$ cat src/rtl/intc_sched_if.sv
// Bus and IRQ bundle for intc_sched: peripheral request lines, the bridge register port,
// the CPU interrupt line and a read-only view of the controller state.
interface intc_sched_if #(
  parameter int NSRC = 6
);
  logic [NSRC-1:0] src;
  logic [1:0]      addr;
  logic            sel;
  logic            we;
  logic [31:0]     wd;
  logic [31:0]     rd;
  logic            irq;
  logic [1:0]      dbg_state;

  // Register port: an access is a single cycle with sel high and no wait states. rd is
  // combinational from addr; writes and the VEC-read acknowledge commit at the clock edge
  // that ends the sel cycle.
  modport slave (
    input  src, addr, sel, we, wd,
    output rd, irq, dbg_state
  );
  modport master (
    output src, addr, sel, we, wd,
    input  rd, irq, dbg_state
  );
endinterface

$ cat src/rtl/intc_sched.sv
// Prioritising interrupt controller: synchronises, latches and masks NSRC requests and
// hands the lowest-index one to the CPU. Define INTC_NEST_EN for nested (preemptive) service.
module intc_sched #(
  parameter int NSRC        = 6,
  parameter int SYNC_STAGES = 2
) (
  input  logic       clk,
  input  logic       sys_rstn,
  intc_sched_if.slave bus
);
  typedef enum logic [1:0] {IDLE = 2'd0, ASSERT = 2'd1, INSERV = 2'd2} state_t;

  state_t          state_q, state_d;
  logic [NSRC-1:0] sync_q [SYNC_STAGES];
  logic [NSRC-1:0] prev_q, pend_q, pend_d, mask_q, edge_q;
  logic [NSRC-1:0] s, rise, elig, w1c, top_oh;
  logic [4:0]      top, srv_id;
  logic            has_elig, wr_pend, wr_mask, wr_edge, vec_rd, eoi, ack;
  logic [31:0]     vec_rdata;
  logic            unused_wd;

  function automatic logic [4:0] lowest_idx(input logic [NSRC-1:0] v);
    lowest_idx = '0;
    for (int i = NSRC - 1; i >= 0; i--) if (v[i]) lowest_idx = 5'(i);
  endfunction

  assign s        = sync_q[SYNC_STAGES-1];
  assign rise     = s & ~prev_q;
  assign elig     = pend_q & mask_q;
  assign has_elig = |elig;
  assign top      = lowest_idx(elig);

  assign wr_pend = bus.sel & bus.we & (bus.addr == 2'd0);
  assign wr_mask = bus.sel & bus.we & (bus.addr == 2'd1);
  assign wr_edge = bus.sel & bus.we & (bus.addr == 2'd2);
  assign eoi     = bus.sel & bus.we & (bus.addr == 2'd3);
  assign vec_rd  = bus.sel & ~bus.we & (bus.addr == 2'd3);
  assign ack     = vec_rd & (state_q == ASSERT) & has_elig;
  assign w1c     = wr_pend ? bus.wd[NSRC-1:0] : '0;
  assign unused_wd = ^bus.wd[31:NSRC];

  always_comb begin
    top_oh = '0;
    for (int i = 0; i < NSRC; i++) top_oh[i] = ack && (top == 5'(i));
  end

  // Edge sources: a rising edge in the same cycle as a clear keeps the bit set.
  always_comb begin
    pend_d = '0;
    for (int i = 0; i < NSRC; i++) begin
      if (edge_q[i]) pend_d[i] = rise[i] | (pend_q[i] & ~(w1c[i] | top_oh[i]));
      else           pend_d[i] = s[i];
    end
  end

  always_ff @(posedge clk or negedge sys_rstn) begin
    if (!sys_rstn) begin
      for (int k = 0; k < SYNC_STAGES; k++) sync_q[k] <= '0;
      prev_q <= '0;
      pend_q <= '0;
      mask_q <= '0;
      edge_q <= '1;
    end else begin
      sync_q[0] <= bus.src;
      for (int k = 1; k < SYNC_STAGES; k++) sync_q[k] <= sync_q[k-1];
      prev_q <= s;
      pend_q <= pend_d;
      if (wr_mask) mask_q <= bus.wd[NSRC-1:0];
      if (wr_edge) edge_q <= bus.wd[NSRC-1:0];
    end
  end

`ifdef INTC_NEST_EN
  logic [NSRC-1:0] isv_q, isv_d, isv_low_oh;
  logic [4:0]      isv_top;

  assign isv_top = lowest_idx(isv_q);
  assign srv_id  = isv_top;

  always_comb begin
    isv_low_oh = '0;
    for (int i = 0; i < NSRC; i++) isv_low_oh[i] = isv_q[i] && (isv_top == 5'(i));
  end

  always_comb begin
    state_d = state_q;
    isv_d   = isv_q;
    case (state_q)
      IDLE:   if (has_elig) state_d = ASSERT;
      ASSERT: begin
        if (!has_elig) begin
          state_d = (isv_q != '0) ? INSERV : IDLE;
        end else if (vec_rd) begin
          state_d = INSERV;
          isv_d   = isv_q | top_oh;
        end
      end
      INSERV: begin
        if (eoi) begin
          isv_d   = isv_q & ~isv_low_oh;
          state_d = (isv_d == '0) ? IDLE : INSERV;
        end else if (has_elig && (top < isv_top)) begin
          state_d = ASSERT;
        end
      end
      default: state_d = IDLE;
    endcase
  end

  always_ff @(posedge clk or negedge sys_rstn) begin
    if (!sys_rstn) begin
      state_q <= IDLE;
      isv_q   <= '0;
    end else begin
      state_q <= state_d;
      isv_q   <= isv_d;
    end
  end
`else
  logic [4:0] cur_id_q, cur_id_d;

  assign srv_id = cur_id_q;

  always_comb begin
    state_d  = state_q;
    cur_id_d = cur_id_q;
    case (state_q)
      IDLE:   if (has_elig) state_d = ASSERT;
      ASSERT: begin
        if (!has_elig) begin
          state_d = IDLE;
        end else if (vec_rd) begin
          state_d  = INSERV;
          cur_id_d = top;
        end
      end
      INSERV: if (eoi) state_d = IDLE;
      default: state_d = IDLE;
    endcase
  end

  always_ff @(posedge clk or negedge sys_rstn) begin
    if (!sys_rstn) begin
      state_q  <= IDLE;
      cur_id_q <= '0;
    end else begin
      state_q  <= state_d;
      cur_id_q <= cur_id_d;
    end
  end
`endif

  always_comb begin
    vec_rdata = '0;
    case (state_q)
      ASSERT:  if (has_elig) vec_rdata = {1'b1, 26'b0, top};
      INSERV:  vec_rdata = {1'b1, 26'b0, srv_id};
      default: vec_rdata = '0;
    endcase
  end

  always_comb begin
    case (bus.addr)
      2'd0:    bus.rd = {{(32-NSRC){1'b0}}, pend_q};
      2'd1:    bus.rd = {{(32-NSRC){1'b0}}, mask_q};
      2'd2:    bus.rd = {{(32-NSRC){1'b0}}, edge_q};
      default: bus.rd = vec_rdata;
    endcase
  end

  assign bus.irq       = (state_q == ASSERT);
  assign bus.dbg_state = state_q;
endmodule

$ cat src/flat_wrapper.sv
// flat-port wrapper written by rule: the top's interface ports become plain ports
module intc_sched_flat 
#(
  parameter int NSRC        = 6,
  parameter int SYNC_STAGES = 2
)
  (clk, sys_rstn, bus_src, bus_addr, bus_sel, bus_we, bus_wd, bus_rd, bus_irq, bus_dbg_state);
  intc_sched_if #(.NSRC(NSRC)) bus_i ();
  input  logic clk;
  input  logic sys_rstn;
  input wire logic [$bits(bus_i.src)-1:0] bus_src;
  input wire logic [$bits(bus_i.addr)-1:0] bus_addr;
  input wire logic [$bits(bus_i.sel)-1:0] bus_sel;
  input wire logic [$bits(bus_i.we)-1:0] bus_we;
  input wire logic [$bits(bus_i.wd)-1:0] bus_wd;
  output wire logic [$bits(bus_i.rd)-1:0] bus_rd;
  output wire logic [$bits(bus_i.irq)-1:0] bus_irq;
  output wire logic [$bits(bus_i.dbg_state)-1:0] bus_dbg_state;
  assign bus_i.src = bus_src;
  assign bus_i.addr = bus_addr;
  assign bus_i.sel = bus_sel;
  assign bus_i.we = bus_we;
  assign bus_i.wd = bus_wd;
  assign bus_rd = bus_i.rd;
  assign bus_irq = bus_i.irq;
  assign bus_dbg_state = bus_i.dbg_state;
  intc_sched #(.NSRC(NSRC), .SYNC_STAGES(SYNC_STAGES)) u_core (.clk(clk), .sys_rstn(sys_rstn), .bus(bus_i));
endmodule
$ cat config.mk
export PLATFORM = sky130hd
export DESIGN_NAME = intc_sched_flat
export DESIGN_NICKNAME = d
export VERILOG_FILES = /design/src/rtl/intc_sched_if.sv /design/src/rtl/intc_sched.sv /design/src/flat_wrapper.sv
export SDC_FILE = /design/constraint.sdc
export NUM_CORES = 1
export LEC_CHECK = 0
export CAP_MARGIN = 20
export CORE_ASPECT_RATIO = 0.5
export CORE_MARGIN = 2
export CORE_UTILIZATION = 39
export CTS_CLUSTER_SIZE = 14
export DETAILED_ROUTE_END_ITERATION = 16
export PLACE_DENSITY = 0.76
export SLEW_MARGIN = 20
export SYNTH_ARGS = -nofsm -noshare
export SYNTH_HDL_FRONTEND = slang
export SYNTH_SLANG_ARGS = --single-unit
$ cat constraint.sdc
create_clock -name clk -period 2.25 [get_ports clk]
set_clock_uncertainty 0.15 [all_clocks]
set_input_delay 0.45 -clock clk [delete_from_list [all_inputs] [get_ports clk]]
set_output_delay 0.45 -clock clk [all_outputs]
set_load 0.1 [all_outputs]
* Yosys cells after proc, flatten, opt, wreduce, memory -nomap -nowiden *
Cells that the tools add are included.

operators by class
  equal/unequal tests = 13
  muxes and demuxes = 21
  bitwise logic cells = 37
  reduce and logical (&&, ||, !) cells = 12

operators by type and width
  cell                                                    count
  case mux 32 bit (3 select lines)                        1
  case mux 32 bit (2 select lines)                        1
  two-way mux 32 bit                                      1
  two-way mux 5 bit                                       5
  AND 1 bit                                               15
  AND 6 bit                                               2
  bitwise OR 1 bit                                        12
  equality test 5 x 2 -> 1 bit (second input constant)    2
  equality test 5 x 3 -> 1 bit (second input constant)    2
  two-way mux 2 bit                                       4
  NOT 1 bit                                               7
  equality test 2 bit (second input constant)             3
  logical AND 1 bit                                       6
  two-way mux 1 bit                                       6
  two-way mux 6 bit                                       1
  NOT 6 bit                                               1
  case mux 2 bit (3 select lines)                         1
  AND reduction 3 bit                                     2
  OR reduction 6 bit                                      1
  equality test 5 x 1 -> 1 bit (second input constant)    1
  logical NOT 5 bit                                       1
  equality test 2 x 1 -> 1 bit (second input constant)    2
  logical NOT 2 bit                                       2
  inequality test 2 x 1 -> 1 bit (second input constant)  2
  2 further kinds                                         2

word-level totals
  register bits = 43
  bits of input ports = 44
  output and inout port bits = 35
  word-level logic and storage cells = 91

* Longest topological paths before layout *
Gate-level depths: netlist of the first run.

  depth after elaboration = 14
  depth in mapped cells = 7

* Worst setup path before layout of the first run *
OpenSTA, ideal clock, no wires.

  path type = register to output
  start = register u_core.state_q[0], in the netlist u_core.bus.dbg_state[0]
  end = output port bus_rd[31]
  data arrival time = 3.388 ns
  required time = 1.650 ns
  setup slack = -1.738 ns
  cell stages (with the launch flop) = 4
  path through = dfrtp_1 -> ha_1 -> a21oi_1 -> nor2_1

between the ends
  cells in the longest elaborated chain, start to end = 3
  elaborated cells between the ends (all ways) = 4

ends and longest elaborated chain
  element                           line                source
  from (decl)                       intc_sched.sv:13    state_t state_q, state_d;
  from (signal assigned)            intc_sched.sv:147   state_q <= state_d;
  equality test 2 x 1 -> 1 bit      -
  named net bus_irq                 flat_wrapper.sv:17  output wire logic [$bits(bus_i.irq)-1:0] bus_irq;
  case mux 32 bit (2 select lines)  intc_sched.sv:155   case (state_q)
  case mux 32 bit (3 select lines)  intc_sched.sv:163   case (bus.addr)
  to (decl)                         flat_wrapper.sv:16  output wire logic [$bits(bus_i.rd)-1:0] bus_rd;

The timed path passes the listed nets, and every way through them passes these cells.

* Final worst setup path of the first run *
  start = register u_core.state_q[0], in the netlist u_core.bus.dbg_state[0]
  end = output port bus_rd[2]

between the ends
  cells in the longest elaborated chain, start to end = 3
  elaborated cells between the ends (all ways) = 4

ends and longest elaborated chain
  element                                                              line
  equality test 2 bit or equality test 2 x 1 -> 1 bit (tied branches)  intc_sched.sv:155
  case mux 32 bit (2 select lines) *                                   intc_sched.sv:155
  case mux 32 bit (3 select lines) *                                   intc_sched.sv:163

Every way passes the cells marked *; elsewhere a longest branch is shown, timed or not.

==> metrics.md, run 1 <==
| Metric | Value |
|---|---|
| Status | finished with violations |
| Failing checks | negative setup slack |
| Number of synthesized flops with an enable pin | 0 |
| Top FF cell, synth | dfrtp_1 |
| Worst setup EP type | output port |
| Largest net degree at the start of global routing | 42 |
| First-pass GRT wire length | 6970 um |
| # IOs | 79 |
| DIE AREA | between 5000 and 6000 um2 |
| Period utilization | 119% |
| Remaining routing DRC violations | 0 |
| Die Ht | 54.8 um |
| Clock sinks | 41 |
| Peak VDD IR | 0.000409 V |
| Initial antenna violation count | 0 |
| Most common cell after layout, fill and taps aside | buf_4 |
| Global-route usage over all layers | 16.3% |
| Gate Count Post-Synth | between 150 and 200 |
| CP required | between 1.5 and 2 ns |
| Max Clk Rate | roughly 370 MHz |
| Flops & latches, synth | 41 |
| Area leader, netlist | dfrtp_1 |
| Area Growth Syn to Fin | 40.9% |
| Via count | ~1500 |
| CTS clk-pin slew, worst paths | about 0.080 ns |
| Place WS | -0.292 ns |
| CP cell instances | buf_4 > ha_4 > a32oi_2 > nor2b_1 > mux4_2 > buf_12 |
| Final HPWL DP | 3190 um |
| Fin nets | 287 |
| Total negative slack | -1.34 ns |
| Die width | about 110 um |
| Synth Warn # | 0 |
| Fin. max-slew vios | 0 |
| Clk Latency, worst-skew pair | 0.30 ns |
| Internal Power | around 1.9 mW |
| Final worst path period need | 2.68 ns |
| Antenna cells | 0 |
| 1st-pass router iterations | 4 |
| Hold WC Path Type | in -> async |
| Max_slew headroom | 66.0% |
| Syn Area/Cell | 11.7 um2 |
| Net Sw Power | 1.31 mW |
| Power Dens Cells | 1120 nW/um2 |
| Vias in the first global route | about 1500 |
| Final WS setup | -0.433 ns |
| CP peak stage delay | ~0.52 ns |
| Clock network power share | 19.4% |
| Wirelength per Cell | 14.0 um |
| Most frequent cells in the layout | buf_4, dfrtp_1, conb_1 |
| GP Congestion | 0.851 |
| Max clock buf depth | 2 |
| Drt total wl | between 4000 and 5000 um |
| Crit start category | register |
| Endpoints failing hold | 0 |
| Row cnt | 18 |
| Worst EP arrival | 2.08 ns |
| Initial DRC Count | 93 |
| Lkg Pwr | ~1.3 nW |
| Async SR Flop Fraction | 100% |
| Seq/Total Area, Yosys | 51.4% |
| Final setup vio count | 4 |
| Switching share of total power | 41.3% |
| Clock Root Buffer | clkbuf_8 |
| Synth top area share | 43.6% |
| FILL cells | 386 |
| Seq pwr share | 31.3% |
| Worst Tran Pin Value | 0.510 ns |
| Total gr overflow | 0 |
| Critical path fanouts, max | 3 |
| Port bufs | 27 |
| Antenna viol nets, final | 0 |
| Setup CP Type | reg -> out |
| Starting Density | 40.6% |
| Comb power frac | 49.4% |
| Synth top area cells | dfrtp_1, buf_4, dfstp_2 |
| Total CTS buffers | 5 |
| CTS tree | built |
| H-tree level count | 2 |
| Maximum capacitance violations | 0 |
| RSZ-0062 raised after global routing | true |
| Final Power | 3.18 mW |
| Vias per cell | 4.80 |
| Core Region | ~5000 um2 |
| Share of layout cells above drive strength 1 | 42.7% |
| Slowest CP cell | mux4_2 |
| Synth cell types | 35 |
| Synth Cell Area | 2010 um2 |
## cells by family after synthesis
group,Yosys count,synth area share (%)
compound gates,33,12.3
fa+ha+maj,3,1.87
buf+inv,30,10.8
flops,41,51.4
mux,19,12.1
other cells,1,0.187
simple gates,45,11.3
## cell type report
cell class	instances	area (um2)	area share (%)
inverters	2	12.5	0.442
flip-flops and latches	41	1040	36.8
clock inverters	2	37.5	1.33
multi-input cells	125	940	33.2
repair buffers	65	631	22.3
clock buffers	6	82.6	2.92
well taps	70	87.6	3.09
## cells in the mapped netlist, drive strengths merged (2+ instances only)
cell type	count
inv	2
nor2b	3
a221oi	4
a22oi	5
mux2	13
ha	3
and3	3
a32o	4
dfstp	6
nor2	5
buf	28
a21oi	5
nor3	3
and2	2
mux4	3
dfrtp	35
a32oi	3
mux2i	3
nand3	2
o21ai	5
nand4	2
nand2	23
a21o	5
## final timing paths
| check | cells past startpoint | from | slack [ns] | end |
|---|---|---|---|---|
| max | 6 | u_core.bus.dbg_state[0]$_DFFE_PN0P_ | -0.43 | bus_rd[2] |
| min | 2 | sys_rstn | 0.05 | u_core.prev_q[2]$_DFF_PN0_ |
| max reg2reg | 7 | u_core.bus.dbg_state[0]$_DFFE_PN0P_ | 0.26 | u_core.pend_q[5]$_DFF_PN0_ |
| min reg2reg | 0 | u_core.sync_q[8]$_DFF_PN0_ | 0.20 | u_core.s[2]$_DFF_PN0_ |
| max in group asynchronous | 2 | sys_rstn | 1.51 | u_core.bus.dbg_state[0]$_DFFE_PN0P_ |
| min in group clk | 0 | u_core.sync_q[8]$_DFF_PN0_ | 0.20 | u_core.s[2]$_DFF_PN0_ |
## power groups by stage
stage	registers, mW	clock network, mW	logic [mW]
floorplan	1.08	0	0.925
global placement	0.993	0	1.44
detailed placement	1.00	0	1.47
CTS	0.990	0.637	1.54
global route	1.01	0.668	1.65
finish	0.994	0.615	1.57
## stage by stage
stage               instance area, um2  instances  hold slack, ns  utilization, %
finish                            2830        311          0.0454            57.1
global route                      2830        311          0.0878            57.1
CTS                               2810        310          0.0602            56.7
detailed placement                2630        298           0.186            53.0
global placement                  2630        298           0.183            53.0
floorplan                         2160        196         0.00441               -
## what timing repair did
| item | 4_1_cts | 5_1_grt |
|---|---|---|
| hold buffers | 0 | 0 |
| pin swaps | 2 | 0 |
| gates resized for setup | 9 | 3 |
| endpoints found under the setup margin | 7 | 7 |
| setup buffers | 4 | 1 |
## sequential cells by signal (all words and copies together), names as in the netlist
name and cells:
u_core.cur_id_q 3, u_core.s 6, u_core.pend_q 6, u_core.prev_q 6
u_core.bus.dbg_state 2, u_core.mask_q 6, u_core.edge_q 6, u_core.sync_q 6
## worst max-delay path: cells and delay by family (launching register included)
kind	cells	cell delay [ns]
adder cells (fa/ha/maj)	1	0.17
flip-flops	1	0.49
buffers and inverters	2	0.35
AND/OR/NAND/NOR	1	0.09
multiplexers	1	0.52
AO/OA/AOI/OAI	1	0.16
## per-layer routing
layer	global-route usage, %	wire, um	vias up
li1	-	-	708
met1	18.7	1910	714
met2	30.2	2160	63
met3	4.05	212	9
met4	7.02	78	0
met5	0	0	-
(Power assumes the default switching activity.)
==> inputs of run 2 (changes only) <==
- CAP_MARGIN: 20 -> unset
==> results of run 2 <==
Final layout, timing and power as in run 1 (identical DEF).
==> inputs of run 3 (changes only) <==
- CORE_UTILIZATION: 39 -> 56
- DONT_BUFFER_PORTS: unset -> 1
- PLACE_DENSITY: 0.76 -> 0.74
==> run 3 against run 2 <==
Compared with the run above: sequential share of layout area up 5.2 points; the flow still finishes with violations (negative setup slack); combinational power down 9.6%; via count down 4.0%; setup slack gained 0.0095 ns; routed wire length is 2.2% lower; fmax grew 0.36%; utilization rose by 15 points.
==> metrics.md, run 3 (same netlist as run 1, synthesis figures left out) <==
| Metric | Value |
|---|---|
| CTS tree | built |
| Clock network power share | 19.4% |
| Clk Latency, worst-skew pair | 0.29 ns |
| Lkg Pwr | 1.10 nW |
| Place WS | -0.112 ns |
| Starting Density | 58.5% |
| Seq pwr share | 33.5% |
| Power Dens Cells | 1210 nW/um2 |
| 1st-pass router iterations | 4 |
| Failing checks | negative setup slack |
| Share of layout cells above drive strength 1 | 40.2% |
| Die width | around 89 um |
| Setup CP Type | reg -> out |
| First-pass GRT wire length | roughly 6700 um |
| Crit start category | register |
| Port bufs | 0 |
| Reg-to-reg startpoint | u_core.bus.dbg_state[1]$_DFFE_PN0P_ |
| Most common cell after layout, fill and taps aside | dfrtp_1 |
| Antenna viol nets, final | 0 |
| Period utilization | 119% |
| Area Growth Syn to Fin | 23.4% |
| Total gr overflow | 0 |
| Slowest CP cell | dfrtp_4 |
| Clock sinks | 41 |
| FILL cells | 229 |
| DIE AREA | 4110 um2 |
| Multi-input combinational cell area | 946 um2 |
| Antenna cells | 0 |
| GP Congestion | 0.924 |
| CP cell instances | inv_4 > ha_4 > and3_4 > mux4_2 > or2_4 |
| Switching share of total power | a little over two fifths |
| Max Clk Rate | 374 MHz |
| Max clock buf depth | 2 |
| Global-route usage over all layers | approximately 23% |
| Final WS setup | -0.423 ns |
| Remaining routing DRC violations | 0 |
| Largest net degree at the start of global routing | 42 |
| Fin. max-slew vios | 0 |
| Worst setup EP type | output port |
| Die Ht | 46.4 um |
| Final instance area | approximately 2500 um2 |
| Drt total wl | 4270 um |
| Peak VDD IR | 0.000547 V |
| Vias per cell | 5.52 |
| Most frequent cells in the layout | dfrtp_1, buf_4, conb_1 |
| CTS clk-pin slew, worst paths | roughly 0.080 ns |
| Comb power frac | between 40% and 50% |
| Vias in the first global route | ~1400 |
| Final setup vio count | 4 |
| Fin nets | 255 |
| Net Sw Power | ~1.3 mW |
| Maximum capacitance violations | 0 |
| Register area | 1040 um2 |
| Row cnt | 15 |
| # IOs | 79 |
| Status | finished with violations |
| Wirelength per Cell | 16.4 um |
| H-tree level count | 2 |
| Initial DRC Count | 73 |
| Via count | between 1000 and 1500 |
| Hold Path Origin | bus_src[2] |
| Clock Root Buffer | clkbuf_8 |
| Critical path fanouts, max | 3 |
| Setup crit start | u_core.bus.dbg_state[0]$_DFFE_PN0P_ |
| CP required | 1.65 ns |
| Final HPWL DP | 2910 um |
| Worst EP arrival | 2.07 ns |
| Core Region | 3430 um2 |
| Hold WC Path Type | in -> reg |
| Internal Power | 1.73 mW |
| RSZ-0062 raised after global routing | true |
| Initial antenna violation count | 0 |
| Area post-placement | 2250 um2 |
| CP peak stage delay | 0.51 ns |
| Final worst path period need | ~2.7 ns |
| Total CTS buffers | 5 |
| Endpoints failing hold | 0 |
-- run 3: cell types whose count changed in the layout (fill, tap and decap cells not counted), sizes merged --
cell,change
clkdlybuf4s50,-14
clkinvlp,-1
dlygate4sd2,-1
buf,-17
clkinv,+1
dlymetal6s2s,-1
dlygate4sd3,+1
-- run 3: power groups by stage --
stage               Sequential (mW)  Clock, mW  Combinational [mW]
finish                         1.01      0.583                1.42
detailed placement             1.01          0                1.27
CTS                            1.01      0.596                1.41
global placement               1.00          0                1.25
floorplan                      1.08          0               0.925
global route                   1.02      0.623                1.49
-- run 3: layer usage --
layer | routed length (um) | vias up | GRT usage (%)
met2 | 2040 | 79 | 37.3
met5 | 0 | - | 0
met3 | 437 | 6 | 7.35
met1 | 1750 | 704 | 30.2
met4 | 39 | 0 | 8.48
li1 | - | 645 | -
-- run 3: worst paths after layout --
check | cells past startpoint | slack [ns] | endpoint
max in group asynchronous | 2 | 1.21 | u_core.edge_q[0]$_DFFE_PN1P_
min in group asynchronous | 2 | 0.46 | u_core.s[2]$_DFF_PN0_
worst min register to register | 0 | 0.20 | u_core.s[5]$_DFF_PN0_
worst max register to register | 8 | 0.30 | u_core.pend_q[5]$_DFF_PN0_
worst min-delay path | 0 | 0.03 | u_core.sync_q[8]$_DFF_PN0_
worst max-delay path | 5 | -0.42 | bus_rd[0]
-- run 3: area by class of cell --
type	instances	area share, %
Multi-Input combinational cell	125	38.2
Tap cell	51	2.57
Sequential cell	41	42.0
Inverter	2	0.505
Clock buffer	6	2.93
Clock inverter	2	1.56
Timing Repair Buffer	33	12.3
-- run 3: stage by stage --
step | setup TNS (ns) | std cells | hold WS [ns] | power, mW | utilization (%)
2_1_floorplan | -0.954 | 196 | 0.00441 | 2.00 | -
3_3_place_gp | -0.245 | 246 | 0.00513 | 2.26 | 65.6
3_5_place_dp | -0.292 | 246 | 0.00490 | 2.29 | 65.6
4_1_cts | -1.29 | 260 | 0.0193 | 3.01 | 72.2
5_1_grt | -1.49 | 260 | 0.0104 | 3.14 | 72.2
6_report | -1.32 | 260 | 0.0276 | 3.01 | 72.2
-- run 3: critical path: cells and delay by family, from the launching register on --
kind	cells	cell delay, ns
fa+ha+maj	1	0.20
buf+inv	1	0.08
flops	1	0.51
mux	1	0.46
simple gates	2	0.53
-- run 3: repair_timing --
item                                    CTS  global route
endpoints found under the setup margin    4             4
pin swaps                                 2             0
buffers inserted                          4             0
resized for setup                        10             0
hold buffers                              2             0
endpoints found under the hold margin    41             0
